**config.mk**
```make
export PLATFORM = sky130hd
export DESIGN_NAME = muldiv_unit
export DESIGN_NICKNAME = d
export VERILOG_FILES = /design/src/rtl/muldiv_unit_pkg.sv /design/src/rtl/muldiv_unit_div.sv /design/src/rtl/muldiv_unit.sv
export SDC_FILE = /design/constraint.sdc
export NUM_CORES = 2
export LEC_CHECK = 0
export ABC_AREA = 1
export BUFFER_PORTS_ARGS = -buffer_cell sky130_fd_sc_hd__buf_2
export CAP_MARGIN = 40
export CORE_UTILIZATION = 36
export CTS_BUF_LIST = sky130_fd_sc_hd__clkbuf_2
export DETAILED_ROUTE_END_ITERATION = 6
export GPL_TIMING_DRIVEN = 0
export PLACE_DENSITY = 0.6
export SLEW_MARGIN = 20
export SYNTH_ARGS = -nofsm -noshare
export SYNTH_HDL_FRONTEND = slang
export SYNTH_SLANG_ARGS = --single-unit
```
**constraint.sdc**
```tcl
create_clock -name clk -period 4.3 [get_ports clk]
set_input_delay 0.43 -clock clk [delete_from_list [all_inputs] [get_ports clk]]
set_output_delay 0.43 -clock clk [all_outputs]
set_load 0.01 [all_outputs]
```
**src/rtl/muldiv_unit_pkg.sv**
```systemverilog
// Shared constants for the multiply/divide unit: word size, RISC-V M
// funct3 encodings and the controller state type.
package muldiv_unit_pkg;

  localparam int WORD_SIZE = 32;

  localparam logic [2:0] OP_MUL    = 3'b000;
  localparam logic [2:0] OP_MULH   = 3'b001;
  localparam logic [2:0] OP_MULHSU = 3'b010;
  localparam logic [2:0] OP_MULHU  = 3'b011;
  localparam logic [2:0] OP_DIV    = 3'b100;
  localparam logic [2:0] OP_DIVU   = 3'b101;
  localparam logic [2:0] OP_REM    = 3'b110;
  localparam logic [2:0] OP_REMU   = 3'b111;

  typedef enum logic [1:0] {
    IDLE = 2'd0,
    RUN  = 2'd1,
    FIX  = 2'd2,
    DONE = 2'd3
  } stateT;

  // Remainder ops return the dividend-side result.
  function automatic logic isRemOp(input logic [2:0] op);
    return (op == OP_REM) || (op == OP_REMU);
  endfunction

endpackage

```
**src/rtl/muldiv_unit_div.sv**
```systemverilog
// Iterative datapath shared by restoring divide and shift-add multiply.
// Operates on magnitudes; the sign correction is applied on the output.
module div_iter
  import muldiv_unit_pkg::*;
#(
  parameter int XLEN = WORD_SIZE
) (
  input  logic            clk,
  input  logic            rst,
  input  logic            load,
  input  logic            step,
  input  logic            isMul,
  input  logic            selHi,
  input  logic            signFix,
  input  logic [XLEN-1:0] aMag,
  input  logic [XLEN-1:0] bMag,
  output logic [XLEN-1:0] result
);

  logic [XLEN-1:0]   acc;       // remainder (divide) / product high half (multiply)
  logic [XLEN-1:0]   quo;       // quotient (divide) / multiplier then product low half
  logic [XLEN-1:0]   bReg;      // divisor / multiplicand
  logic              isMulQ;
  logic              selHiQ;
  logic              signFixQ;

  logic [XLEN:0]     shifted;
  logic [XLEN-1:0]   diffLo;
  logic              geq;
  logic [XLEN:0]     sum;
  logic [2*XLEN-1:0] product;
  logic [2*XLEN-1:0] prodFix;
  logic [XLEN-1:0]   quoFix;
  logic [XLEN-1:0]   remFix;

  // One iteration of either algorithm, computed from the current registers.
  // NOTE: every variable in a combinational block gets a value on every path, otherwise a latch is inferred.
  always_comb begin
    shifted = {acc, quo[XLEN-1]};
    diffLo  = shifted[XLEN-1:0] - bReg;
    geq     = (shifted >= {1'b0, bReg});
    sum     = {1'b0, acc} + (quo[0] ? {1'b0, bReg} : '0);
  end

  // Load operands on accept, then advance one bit per step.
  // NOTE: sequential state uses non-blocking assignments so all registers update from pre-edge values.
  always_ff @(posedge clk or negedge rst) begin
    if (!rst) begin
      // NOTE: datapath registers are reset as well, so a discarded operation leaves nothing behind.
      acc      <= '0;
      quo      <= '0;
      bReg     <= '0;
      isMulQ   <= 1'b0;
      selHiQ   <= 1'b0;
      signFixQ <= 1'b0;
    end else if (load) begin
      acc      <= '0;
      quo      <= aMag;
      bReg     <= bMag;
      isMulQ   <= isMul;
      selHiQ   <= selHi;
      signFixQ <= signFix;
    end else if (step) begin
      if (isMulQ) begin
        acc <= sum[XLEN:1];
        quo <= {sum[0], quo[XLEN-1:1]};
      end else begin
        acc <= geq ? diffLo : shifted[XLEN-1:0];
        quo <= {quo[XLEN-2:0], geq};
      end
    end
  end

  // Sign-corrected result selection, consumed by the controller in FIX.
  always_comb begin
    product = {acc, quo};
    prodFix = signFixQ ? -product : product;
    quoFix  = signFixQ ? -quo : quo;
    remFix  = signFixQ ? -acc : acc;
    if (isMulQ) result = selHiQ ? prodFix[2*XLEN-1:XLEN] : prodFix[XLEN-1:0];
    else        result = selHiQ ? remFix : quoFix;
  end

endmodule

```
**src/rtl/muldiv_unit.sv**
```systemverilog
// RISC-V M-extension multiply/divide unit. Single-step multiply (optional),
// iterative divide / multiply via div_iter, early-out for divide by zero
// and signed overflow. Stalls the pipeline through MulH while busy.
module muldiv_unit
  import muldiv_unit_pkg::*;
#(
  parameter int XLEN     = WORD_SIZE,
  parameter int FAST_MUL = 1
) (
  input  logic            clk,
  input  logic            rst,
  input  logic            StartE,
  input  logic [2:0]      OpE,
  input  logic [XLEN-1:0] SrcAE,
  input  logic [XLEN-1:0] SrcBE,
  input  logic [4:0]      RdE,
  input  logic            FlushE,
  output logic            MulH,
  output logic            DoneM,
  output logic [XLEN-1:0] ResultM,
  output logic [4:0]      RdM
);

  localparam bit              FastMul  = (FAST_MUL != 0);
  localparam logic [XLEN-1:0] LastIter = XLEN'(XLEN - 1);
  localparam logic [XLEN-1:0] MinNeg   = {1'b1, {(XLEN-1){1'b0}}};

  stateT state, stateNext;

  logic [XLEN-1:0]   iterCnt;
  logic [4:0]        rdQ;
  logic              accept;
  logic              loadIter;
  logic              stepIter;
  logic [XLEN-1:0]   iterResult;

  logic              isMul, isRem, aSigned, bSigned, aNeg, bNeg;
  logic              selHi, signFix, divZero, overflow, singleStep;
  logic [XLEN-1:0]   aMag, bMag;
  logic [2*XLEN-1:0] fastProd, fastProdFix;
  logic [XLEN-1:0]   fastResult;

  // Decode the incoming request into magnitudes, sign flags and early-outs.
  always_comb begin
    isMul    = ~OpE[2];
    isRem    = isRemOp(OpE);
    aSigned  = (OpE == OP_MULH) || (OpE == OP_MULHSU) || (OpE == OP_DIV) || (OpE == OP_REM);
    bSigned  = (OpE == OP_MULH) || (OpE == OP_DIV) || (OpE == OP_REM);
    aNeg     = aSigned & SrcAE[XLEN-1];
    bNeg     = bSigned & SrcBE[XLEN-1];
    aMag     = aNeg ? -SrcAE : SrcAE;
    bMag     = bNeg ? -SrcBE : SrcBE;
    selHi    = isMul ? (OpE != OP_MUL) : isRem;
    signFix  = isRem ? aNeg : (aNeg ^ bNeg);
    divZero  = ~isMul && (SrcBE == '0);
    overflow = ((OpE == OP_DIV) || (OpE == OP_REM)) && (SrcAE == MinNeg) && (SrcBE == '1);
    singleStep = (isMul && FastMul) || divZero || overflow;
  end

  // Single-step results: full multiply, divide-by-zero and overflow values.
  always_comb begin
    fastProd    = {{XLEN{1'b0}}, aMag} * {{XLEN{1'b0}}, bMag};
    fastProdFix = signFix ? -fastProd : fastProd;
    fastResult  = selHi ? fastProdFix[2*XLEN-1:XLEN] : fastProdFix[XLEN-1:0];
    if (divZero)       fastResult = isRem ? SrcAE : '1;
    else if (overflow) fastResult = isRem ? '0 : MinNeg;
  end

  // Controller state register.
  always_ff @(posedge clk or negedge rst) begin
    if (!rst) state <= IDLE;
    else      state <= stateNext;
  end

  // Next state and control outputs.
  always_comb begin
    stateNext = state;
    accept    = 1'b0;
    loadIter  = 1'b0;
    stepIter  = 1'b0;
    DoneM     = 1'b0;
    MulH      = 1'b0;
    unique case (state)
      IDLE: begin
        accept   = StartE && !FlushE;
        loadIter = accept && !singleStep;
        MulH     = StartE && !singleStep;
        if (accept) stateNext = singleStep ? DONE : RUN;
      end
      RUN: begin
        MulH     = 1'b1;
        stepIter = !FlushE;
        if (FlushE)                  stateNext = IDLE;
        else if (iterCnt == LastIter) stateNext = FIX;
      end
      FIX: begin
        MulH      = 1'b1;
        stateNext = FlushE ? IDLE : DONE;
      end
      DONE: begin
        DoneM     = 1'b1;
        stateNext = IDLE;
      end
      default: stateNext = IDLE;
    endcase
    MulH = MulH && rst;
  end

  // Iteration counter: cleared on load, counts RUN cycles.
  always_ff @(posedge clk or negedge rst) begin
    if (!rst)                  iterCnt <= '0;
    else if (loadIter)         iterCnt <= '0;
    else if (state == RUN)     iterCnt <= iterCnt + XLEN'(1);
  end

  // Result and tag registers; they hold until the next completion.
  always_ff @(posedge clk or negedge rst) begin
    if (!rst) begin
      ResultM <= '0;
      RdM     <= '0;
      rdQ     <= '0;
    end else begin
      if (loadIter) rdQ <= RdE;
      if (accept && singleStep) begin
        ResultM <= fastResult;
        RdM     <= RdE;
      end else if ((state == FIX) && !FlushE) begin
        ResultM <= iterResult;
        RdM     <= rdQ;
      end
    end
  end

  div_iter #(.XLEN(XLEN)) uDivIter (
    .clk     (clk),
    .rst     (rst),
    .load    (loadIter),
    .step    (stepIter),
    .isMul   (isMul),
    .selHi   (selHi),
    .signFix (signFix),
    .aMag    (aMag),
    .bMag    (bMag),
    .result  (iterResult)
  );

endmodule

```
==> reports/qor.txt <==
Post-DP HPWL: 235.4 mm
Post-synthesis adder-cell area fraction: 40.87%
Register area share after synthesis: 8.054%
Proportion of layout cells with a drive suffix above 1: 20.30%
Netlist cell types: 67
GRT Total Usage: 37.58%
Die area: 152600 µm²
Largest net degree at the start of global routing: 68
Post-synthesis xor/xnor area fraction: 1.807%
Most frequent cells in the layout: 1663 x inv_1, 1597 x nand2_1, 846 x fa_1, 819 x nor2_1, 305 x ha_1
Fin cells: 10440
Vias in the first global route: 56710
Gr ovfl total: 0
Core Region: 150000 µm²
Final Skew: 0.07220 ns
Die H: 390.6 µm
Headroom to the max-slew limit: 33.82%
Row cnt: 142
Min Tclk post-route: 8.989 ns
Post-Place Cells: 10060
Port Buffers: 114
Ys async rst share: 100.0%
Crit Path Max Fanout: 9
Critical Path Start Type: input pin
CTS clk-pin slew, worst paths: 0.35 ns
Status: finished with violations
Vias post-DR: 56700
Most common cell after layout, fill and taps aside: inv_1
Final Hold Vio Count: 0
Final Cycle Share: 209.0%
Worst-Margin Slew: 0.9917 ns
CTS buffer count: 17
Initial antenna violation count: 22
Number of synthesized flops with an enable pin: 0
Detail-routed via count per cell: 5.431
Mux cell area share after synthesis: 0%
First-pass GRT wire length: 406.5 mm
Unrepaired setup endpoints after global routing: yes
Drt wl/cell: 27.54 µm
Nets: 9715
Routed WL: 287.5 mm
First-pass iteration count of the detailed router: 7
Post-Synth Simple-Gate Area: 26.32%
Failing checks: design-rule violations, negative setup slack
H-tree level count: 4
Avg Cell Area, Syn: 6.916 µm²
Fin worst setup slack: -4.689 ns
Min-delay worst type: in2reg
# fillers: 15670
Worst-case clock buffer depth: 2
Number of synthesized register bits: 175
Slew Limit Fails: 0
GPL Wtd Cong: 1.057
Worst setup EP type: register
Die width: 390.6 µm
CTS tree: done
Worst skew pair latency: 1.08 ns
DRT antenna net count: 0
Syn Inst Count: 7861
Worst Path Required: 5.34 ns
Worst path max stage delay: 0.67 ns
Post-Syn Nets: 9174
Critical path class: in2reg
Area growth from synthesis to layout: 24.03%
Starting Density: 36.26%
CTS root buffer: clkbuf_2
Max Clk Rate: 0.1112 GHz
Cell Area, Synth: 54370 µm²
Boundary Pins: 115
DR iter-0 viols: 6025
Most used DFF post-synth: dfrtp_1
Worst path slowest cell: fa_2
Largest family of logic cells by synthesized area: adder cells
Max Cap Violations: 0
Clock sink total: 175
# DRC: 8
Yosys warns: 0
Final setup fails: 32
Critical Path AT: 10.03 ns
Area fraction in compound gates after synthesis: 8.084%
[cells in the mapped netlist (all sizes together), types with 2 or more instances]
| cell type | instances | area, µm² |
|---|---|---|
| nor4 | 45 | 317.8 |
| xnor2 | 25 | 219.0 |
| o21a | 6 | 45.04 |
| a21boi | 12 | 93.84 |
| o211ai | 33 | 247.7 |
| nand3b | 20 | 150.1 |
| o21ai | 330 | 1689 |
| a21oi | 266 | 1339 |
| and2 | 7 | 43.79 |
| clkbuf | 204 | 765.7 |
| nor3b | 3 | 22.52 |
| xor2 | 85 | 763.2 |
| dfrtp | 175 | 4379 |
| buf | 81 | 459.2 |
| o22ai | 2 | 12.51 |
| o2111ai | 16 | 140.1 |
| nor3 | 86 | 519.3 |
| o221ai | 35 | 306.5 |
| nand3 | 288 | 1511 |
| nor2 | 985 | 3830 |
| o311ai | 11 | 96.34 |
| a41oi | 6 | 52.55 |
| nand4 | 66 | 412.9 |
| o31ai | 6 | 50.05 |
| fa | 898 | 17980 |
| a21o | 7 | 52.55 |
| or2 | 28 | 175.2 |
| nand2 | 1927 | 7298 |
| a31oi | 18 | 112.6 |
| inv | 1814 | 6809 |
| clkinv | 13 | 50.04 |
| o21bai | 10 | 75.07 |
| a211oi | 4 | 30.03 |
| ha | 339 | 4242 |
[critical path: cells and delay by family]
kind            cells  cell delay, ns
fa+ha+maj          10            4.81
simple gates       24            2.66
xor+xnor            1            0.22
compound gates      2            0.50
buf+inv            12            1.33
[kinds of logic (layout without fill, tap and decap cells)]
| logic type | Yosys count | after routing |
|---|---|---|
| xor gates and xnor gates | 110 | 110 |
| other | 0 | 10 |
| AOI/OAI and AO/OA | 768 | 768 |
| adders and majority gates | 1237 | 1237 |
| and+or+nand+nor | 3459 | 3459 |
| buffers and inverters | 2112 | 2666 |
| DFF | 175 | 175 |
[final timing paths]
path / slack (ns) / depth (start not counted) / end / from
setup / recovery: -4.69 / 49 / ResultM[18]$_DFFE_PN0P_ / SrcBE[0]
hold / removal: 0.07 / 5 / uDivIter.bReg[9]$_DFFE_PN0P_ / SrcBE[9]
setup reg to reg: -0.02 / 20 / ResultM[16]$_DFFE_PN0P_ / uDivIter.quo[0]$_DFFE_PN0P_
hold reg to reg: 0.51 / 2 / ResultM[11]$_DFFE_PN0P_ / ResultM[11]$_DFFE_PN0P_
max in group asynchronous: 3.14 / 5 / uDivIter.bReg[20]$_DFFE_PN0P_ / rst
min in group asynchronous: 0.39 / 4 / uDivIter.bReg[23]$_DFFE_PN0P_ / rst
[through the flow]
stage	setup slack [ns]	instance area [µm²]	util [%]	setup TNS, ns	hold slack, ns
floorplan	-4.364	54980	-	-136.36	0.1344
global placement	-9.346	58070	38.73	-386.18	0.4647
detailed placement	-8.539	59050	39.38	-276.92	0.3854
CTS	-4.589	64450	42.98	-142.34	0.0005088
global route	-4.909	67420	44.96	-153.00	0.01391
finish	-4.689	67440	44.97	-146.22	0.06870
[layer usage]
metal	vias up	wire length, µm	share of wire [%]	global-route usage (%)
li1	24720	-	-	-
met2	3264	123000	43	57.06
met3	876	29210	10	8.690
met4	14	25280	8.8	25.68
met1	27830	110000	38	47.33
met5	-	77	0.027	0
[repair_timing]
item,in CTS,in global routing
pin swaps,251,269
cloned,1,2
hold buffers,62,0
resized for setup,925,570
endpoints found under the setup margin,32,39
buffers inserted,151,131
hold endpoints to repair,221,0
[final cells by class]
| cell class | instances | area, µm² | share of cell area, % |
|---|---|---|---|
| multi-input combinational | 5574 | 46150 | 68.43 |
| inverter | 1827 | 7068 | 10.48 |
| timing repair buffer | 528 | 4771 | 7.074 |
| sequential | 175 | 4379 | 6.494 |
| tap | 2016 | 2522 | 3.740 |
| buffer | 279 | 2295 | 3.403 |
| clock inverter | 15 | 141.4 | 0.2097 |
| clock buffer | 17 | 85.08 | 0.1262 |
| antenna | 10 | 25.02 | 0.03711 |
[flip-flops by register name, summed over array words and instances (netlist names)]
| signal | flops |
|---|---|
| ResultM | 32 |
| iterCnt | 32 |
| uDivIter.acc | 32 |
| uDivIter.bReg | 32 |
| uDivIter.quo | 32 |
| RdM | 5 |
| rdQ | 5 |
| state | 2 |
| uDivIter.isMulQ | 1 |
| uDivIter.selHiQ | 1 |
| uDivIter.signFixQ | 1 |
Power is left out: the tool's default activity adds up to more than one toggle a clock period on the data nets, which glitch-free logic cannot reach.
